File: config.mk
export PLATFORM = sky130hd
export DESIGN_NAME = arf_engine
export DESIGN_NICKNAME = d
export VERILOG_FILES = /design/src/rtl/arf_engine.sv
export SDC_FILE = /design/constraint.sdc
export NUM_CORES = 2
export LEC_CHECK = 0
export CAP_MARGIN = 30
export CORE_UTILIZATION = 61
export CTS_CLUSTER_DIAMETER = 50
export DETAILED_ROUTE_END_ITERATION = 6
export PLACE_DENSITY = 0.89
export SYNTH_ARGS = -nofsm -noshare
export SYNTH_HDL_FRONTEND = slang
export SYNTH_SLANG_ARGS = --single-unit
File: constraint.sdc
create_clock -name clk -period 34.7 [get_ports clk]
set_input_delay 5.205 -clock clk [delete_from_list [all_inputs] [get_ports clk]]
set_output_delay 5.205 -clock clk [all_outputs]
set_load 0.01 [all_outputs]
File: src/rtl/arf_engine.sv
// Time-multiplexed 28-node auto-regressive filter: one shared multiplier and one
// shared adder evaluate one graph node per cycle, with programmable coefficients and feedback.
//
// state | meaning
// ------+---------------------------------------------------------------
// IDLE  | in_ready high, coefficient writes honoured, waits for a sample
// RUN   | step 0..27 evaluates node step+1; step 28 latches y0/y1
// DONE  | out_valid high, result held until out_ready
module arf_engine #(
    parameter int W = 16
) (
    input  logic           clk,
    input  logic           rst,
    input  logic           in_valid,
    output logic           in_ready,
    input  logic [8*W-1:0] in_data,
    output logic           out_valid,
    input  logic           out_ready,
    output logic [W-1:0]   out_y0,
    output logic [W-1:0]   out_y1,
    input  logic           cfg_we,
    input  logic [3:0]     cfg_addr,
    input  logic [W-1:0]   cfg_data,
    input  logic           clear_state,
    output logic           busy
);

    localparam logic [1:0] ST_IDLE = 2'd0;
    localparam logic [1:0] ST_RUN  = 2'd1;
    localparam logic [1:0] ST_DONE = 2'd2;

    logic [1:0]   state;
    logic [4:0]   step;
    logic [W-1:0] x    [8];
    logic [W-1:0] coef [16];
    logic [W-1:0] scr  [28];
    logic [W-1:0] z0, z1;

    logic         is_mul;
    logic [W-1:0] op_a, op_b, result;

    // scr[n] holds node n+1 (m1 in scr[0], a28 in scr[27])
    always_comb begin
        is_mul = 1'b0;
        op_a   = '0;
        op_b   = '0;
        if (step < 5'd8) begin
            is_mul = 1'b1;
            op_a   = x[step[2:0]];
            op_b   = coef[{1'b0, step[2:0]}];
        end else begin
            case (step)
                5'd8:  begin op_a = scr[0];  op_b = scr[1];  end
                5'd9:  begin op_a = scr[2];  op_b = scr[3];  end
                5'd10: begin op_a = scr[4];  op_b = scr[5];  end
                5'd11: begin op_a = scr[6];  op_b = scr[7];  end
                5'd12: begin op_a = scr[9];  op_b = z0;      end
                5'd13: begin op_a = scr[10]; op_b = z1;      end
                5'd14: begin is_mul = 1'b1; op_a = scr[12]; op_b = coef[8];  end
                5'd15: begin is_mul = 1'b1; op_a = scr[13]; op_b = coef[9];  end
                5'd16: begin is_mul = 1'b1; op_a = scr[12]; op_b = coef[10]; end
                5'd17: begin is_mul = 1'b1; op_a = scr[13]; op_b = coef[11]; end
                5'd18: begin op_a = scr[14]; op_b = scr[15]; end
                5'd19: begin op_a = scr[16]; op_b = scr[17]; end
                5'd20: begin is_mul = 1'b1; op_a = scr[18]; op_b = coef[12]; end
                5'd21: begin is_mul = 1'b1; op_a = scr[19]; op_b = coef[13]; end
                5'd22: begin is_mul = 1'b1; op_a = scr[18]; op_b = coef[14]; end
                5'd23: begin is_mul = 1'b1; op_a = scr[19]; op_b = coef[15]; end
                5'd24: begin op_a = scr[20]; op_b = scr[21]; end
                5'd25: begin op_a = scr[22]; op_b = scr[23]; end
                5'd26: begin op_a = scr[8];  op_b = scr[24]; end
                5'd27: begin op_a = scr[11]; op_b = scr[25]; end
                default: begin op_a = '0; op_b = '0; end
            endcase
        end
        // low W bits of a two's-complement product do not depend on signedness
        result = is_mul ? (op_a * op_b) : (op_a + op_b);
    end

    always_ff @(posedge clk or posedge rst) begin
        if (rst) begin
            state  <= ST_IDLE;
            step   <= '0;
            out_y0 <= '0;
            out_y1 <= '0;
            for (int i = 0; i < 8; i++) x[i] <= '0;
            for (int i = 0; i < 28; i++) scr[i] <= '0;
            for (int i = 0; i < 16; i++)
                coef[i] <= (i >= 12 && i <= 14) ? -W'(3) : W'(3);
        end else begin
            case (state)
                ST_IDLE: begin
                    if (cfg_we) coef[cfg_addr] <= cfg_data;
                    if (in_valid) begin
                        for (int i = 0; i < 8; i++) x[i] <= in_data[i*W +: W];
                        step  <= '0;
                        state <= ST_RUN;
                    end
                end
                ST_RUN: begin
                    if (step == 5'd28) begin
                        out_y0 <= scr[26];
                        out_y1 <= scr[27];
                        state  <= ST_DONE;
                    end else begin
                        scr[step] <= result;
                        step      <= step + 5'd1;
                    end
                end
                ST_DONE: begin
                    if (out_ready) state <= ST_IDLE;
                end
                default: state <= ST_IDLE;
            endcase
        end
    end

    // z0 takes a27 (already stored) while z1 takes a28 straight off the adder
    always_ff @(posedge clk or posedge rst) begin
        if (rst) begin
            z0 <= '0;
            z1 <= '0;
        end else if (clear_state) begin
            z0 <= '0;
            z1 <= '0;
        end else if (state == ST_RUN && step == 5'd27) begin
            z0 <= scr[26];
            z1 <= result;
        end
    end

    assign in_ready  = (state == ST_IDLE);
    assign out_valid = (state == ST_DONE);
    assign busy      = (state == ST_RUN) || (state == ST_DONE);

endmodule

# Word level (Yosys, flattened, before mapping)
# Index checks and enable logic that the tools add are counted.
[word_totals]
reg_bits = 903
input_bits = 154
wordCells = 148
[classes]
add_sub_neg = 2
n_mul = 1
n_lt_le_gt_ge = 7
n_eq_ne = 27
muxes = 30
bitwise_logic = 5
reduce_logical = 18
[op_table]
columns = ["cell", "n"]
rows = [
  ["$bwmux W448", 1],
  ["$pmux W16 S20", 1],
  ["$bwmux W256", 1],
  ["$pmux W16 S16", 1],
  ["$mux W16", 13],
  ["$demux W16 S5", 1],
  ["$eq A5 B5 Y1 const B", 13],
  ["$bmux W16 S4", 1],
  ["$demux W16 S4", 1],
  ["$bmux W16 S3", 1],
  ["$eq A5 B4 Y1 const B", 8],
  ["$add A16 B16 Y16", 1],
  ["$mul A16 B16 Y16", 1],
  ["$ge A5 B5 Y1 const B", 2],
  ["$mux W5", 2],
  ["$pmux W5 S2", 1],
  ["$reduce_and A2 Y1", 4],
  ["$reduce_or A2 Y1", 4],
  ["$reduce_or A8 Y1", 1],
  ["$ge A6 B6 Y1 const B", 1],
  ["$lt A6 B1 Y1 const B", 1],
  ["$mux W2", 3],
  ["$ne A2 B2 Y1 const B", 3],
  ["$not A5 Y6", 1],
  ["18 further kinds", 23],
]

# Longest topological paths before layout
[logic_depth]
ltp_word = 9
ltp_mapped = 41
ltp_nobuf = 31

# Least setup slack after synthesis
# OpenSTA, ideal clock, no wires.
[synth_path]
kind = "reg2reg"
startpoint = "register step[0]"
endpoint = "register scr[111] in the netlist's numbering"
setup_ns = 0.125
arrival_time_ns = 8.259
path_slack_ns = 26.316
stages_incl_launch_ff = 34
synth_period_minus_slack_ns = 8.384
cell_sequence = "dfrtp_1 > buf_4 > buf_4 > buf_4 > buf_4 > buf_4 > inv_1 > ha_1 > clkbuf_1 > clkbuf_1 > buf_1 > a22o_1 > a221oi_1 > a31oi_1 > clkbuf_1 > nand2_1 > fa_1 > fa_1 > inv_1 > fa_1 > fa_1 > inv_1 > fa_1 > fa_1 > xor2_1 > xnor2_1 > xnor2_1 > xnor2_1 > xnor2_1 > xnor3_1 > xor2_1 > a21oi_4 > buf_6 > mux2_2"
[synth_via]
elab_chain_len = 8
elab_cells_between_ends = 53
[synth_rtl]
columns = ["element", "line", "rtl"]
rows = [
  ["from (decl)", "33", "logic [4:0] step;"],
  ["from (signal assigned)", "107", "step <= step + 5'd1;"],
  ["$not A3 Y5 (not written as such) / $not A3 Y4 (equally long branches)", "50, 49", ""],
  ["$bmux W16 S4 / $bmux W16 S3 (equally long branches)", "50, 49", ""],
  ["$mux W16, on equally long branches (2 in series)", "50, 49", ""],
  ["$mux W16", "47", "if (step < 5'd8) begin"],
  ["$mul A16 B16 Y16 / $add A16 B16 Y16 (equally long branches)", "77", "result = is_mul ? (op_a * op_b) : (op_a + op_b);"],
  ["$mux W16", "77", ""],
  ["$bwmux W448", "106", "scr[step] <= result;"],
  ["to (signal, indexed assignment)", "106", ""],
  ["to (decl)", "36", "logic [W-1:0] scr [28];"],
]
# Parallel ways exist; a longest one is shown, timed or not. The select of a mux whose other input is x is not followed.
# A chain may end at the register's enable or synchronous reset.

# Worst setup path in the final report
[layout_path]
startpoint = "register step[2]"
endpoint = "register scr[47] in the netlist's numbering"
# Same word-level chain as after synthesis.

==> impl_metrics.tcl <==
set metrics [dict create \
    cpLargestDelayFamily "adder cells" \
    top_layer "met5" \
    worstSetupPathType "reg2reg" \
    yosysSeqAreaShare_pct 50.97 \
    period_minus_slack_ns 10.22 \
    gp_congestion 1.009 \
    synthTopCellsByCount "832 x dfrtp_1, 622 x nand2_1, 464 x mux2_2" \
    ios 189 \
    critPathLaunchType "flip-flop" \
    pre_cts_slack_ns 24.91 \
    drt_pass1_iterations 7 \
    worst_slew_pin_slew_ns 1.231 \
    crit_buf_inv 3 \
    numCtsBuffers 96 \
    wl_per_cell_um 28.44 \
    grt_usage_pct 39.42 \
    clk_pin_slew_ns 0.07 \
    drcViolationCount 19 \
    final_hold_viol_count 0 \
    maxSlewViolCount 0 \
    outcome "finished, violations left" \
    nNetsFinal 4352 \
    num_rows 98 \
    area_delta_synth_final_pct 13.99 \
    crit_slowest_cell "o2111ai_1" \
    route.vias.total 34950 \
    max_freq_mhz 97.80 \
    fin_tns_setup_ns 0 \
    synth_edf_count 0 \
    clock-root-buffer "clkbuf_16" \
    fillers 4664 \
    skew_ns 0.04036 \
    cts.sinks 903 \
    violations "design-rule violations" \
    dr_wl_met2_mm 63.71 \
    cts_resized 0 \
    wl_mm 144.6 \
    ys.flop_type "dfrtp_1" \
    synth.largest_area_cell "dfrtp_1" \
    fin_cells 5086 \
    cap_violations 0 \
    ys_ff_latch 903 \
    cts_tree "yes" \
    clockBufferDepth 3 \
    cp.required_ns 35.33 \
    io_buffers 188 \
    cts_htree_levels 3 \
    hp-class "reg2reg" \
    vias_per_cell 6.871 \
    post-dp-hpwl_mm 90.01 \
    post_cts_buffers 0 \
    drive_gt1_share_pct 22.21 \
    core_region_area_mm2 0.07185 \
    syn_nets 4271 \
    setup.worst_path.end_class "flip-flop" \
    met1_length_mm 48.57 \
    worst_slack_ns 24.48 \
    synthArstFlopShare_pct 100.0 \
    die_w_um 272.1 \
    start_util_pct 61.95 \
    synth_cell_types 84 \
    crit_path_frequent_cell "fa_1" \
    avgSynthCellArea_um2 11.23 \
    ant_nets 0 \
    synth_top_cell_area_share_pct 46.78 \
    antenna_found_initial 16 \
    dr_wl_met3_mm 18.75 \
    synth_most_common_cell "dfrtp_1" \
    synth_area_mm2 0.04451 \
    grt_pass1_vias 35520 \
    worstPathMaxFanout 45 \
    grt-ovfl-total 0 \
    dieHeight_um 272.1 \
    die-area_mm2 0.07405 \
    crit_arrival_ns 10.85 \
    yosys_warnings 0 \
    clk_latency_ns 0.71 \
    cpPeakStageDelay_ns 0.92 \
    grt_first_pass_wirelength_mm 217.3 \
    cts_hold_buf 0 \
    grt_start_max_net_pins 171 \
    syn_inst 3964 \
    period_share_pct 29.47 \
    rsz0062_at_grt "false" \
    drt_iter0_markers 5376 \
    synth.area.top_cells "dfrtp_1 47%, mux2_2 12%, nand2_1 5.2%" \
    dp_cells 4887 \
    setup_violations 0 \
    slew_headroom_pct 17.92 \
    cp_cell_sequence "buf_4 > nor2b_1 > nand2_2 > o2111ai_1 > nor3_1 > a31oi_2 > nand2_1 > fa_1 > fa_1 > inv_1 > fa_1 > fa_1 > inv_1 > fa_1 > fa_1 > xor2_1 > xnor2_1 > xnor2_1 > xnor2_1 > xnor2_1 > xnor3_1 > xor2_1 > a21oi_4 > mux2_2" \
    post-route-util_pct 70.61 \
]
==> flip-flops by register name, indices dropped and copies added, names as in the netlist <==
signal	cells
out_y1	16
z0	16
state	2
coef	256
x	128
scr	448
out_y0	16
step	5
z1	16
==> cells in the final DEF, fill, tap and decap left out, drive strengths merged, types with 11 or more instances in the layout <==
cell type        n
mux4            64
ha              72
nand2          623
xnor2           33
nor2b           27
clkinv          19
nand3           47
nor3            17
a221oi          19
clkdlybuf4s50  188
o21ai          464
a211oi          22
and3            15
dfrtp          832
nor2            98
o22ai           23
mux2           464
a22o            22
a222oi          13
a31oi           15
inv            163
nand3b          18
nand4           13
mux2i           91
and2            31
a21oi           80
a32oi           21
a22oi           64
buf            109
diode           12
nand2b          11
fa              81
clkbuf         148
a221o           11
dfstp           71
==> stage by stage <==
stage / hold WS (ns) / area, um^2
after global placement: 0.4542 / 47050
final: 0.4762 / 50740
after floorplan: 0.4418 / 44510
after detailed placement: 0.4644 / 47330
after global routing: 0.4958 / 50730
after CTS: 0.4779 / 50540
==> cells by family after synthesis <==
kind of cell               count (synthesis)  synth area share (%)
DFF                                      903                 50.97
and+or+nand+nor                          942                 9.321
buffers and inverters                    475                 4.492
adders and majority gates                153                 5.667
AOI/OAI and AO/OA                        827                 11.46
muxes                                    619                 17.02
xor gates and xnor gates                  45                 1.071
==> area by class of cell <==
cell class,count,area [um^2],area share (%)
antenna,12,30.03,0.05919
inverter,159,604.3,1.191
tap,950,1189,2.343
clock inverter,31,369.1,0.7275
multi-input combinational,2586,20000,39.41
clock buffer,146,2840,5.598
sequential,903,22700,44.74
timing repair buffer,299,3007,5.926
==> final timing paths <==
path                              to  depth (start not counted)      from  slack [ns]
setup / recovery             scr[47]                         24   step[2]       24.48
hold / removal              scr[241]                          2  scr[241]        0.48
setup reg to reg             scr[47]                         24   step[2]       24.48
hold reg to reg             scr[241]                          2  scr[241]        0.48
max in group asynchronous  out_y1[2]                          7       rst       26.28
min in group asynchronous      x[52]                          2       rst        5.06
==> per-layer routing <==
| metal | track usage [%] | up-vias |
|---|---|---|
| met4 | 29.48 | 8 |
| met1 | 47.49 | 17150 |
| met2 | 58.28 | 2791 |
| met5 | 0 | - |
| met3 | 14.32 | 986 |
| li1 | - | 14010 |
==> worst min-delay path: cells and delay by family (launching register included) <==
family | cells | cell delay [ns]
compound gates | 1 | 0.06
flops | 1 | 0.34
simple gates | 1 | 0.05
Power is not shown: default switching activity piles up to over one toggle a cycle in this logic, so the estimate is an artifact.
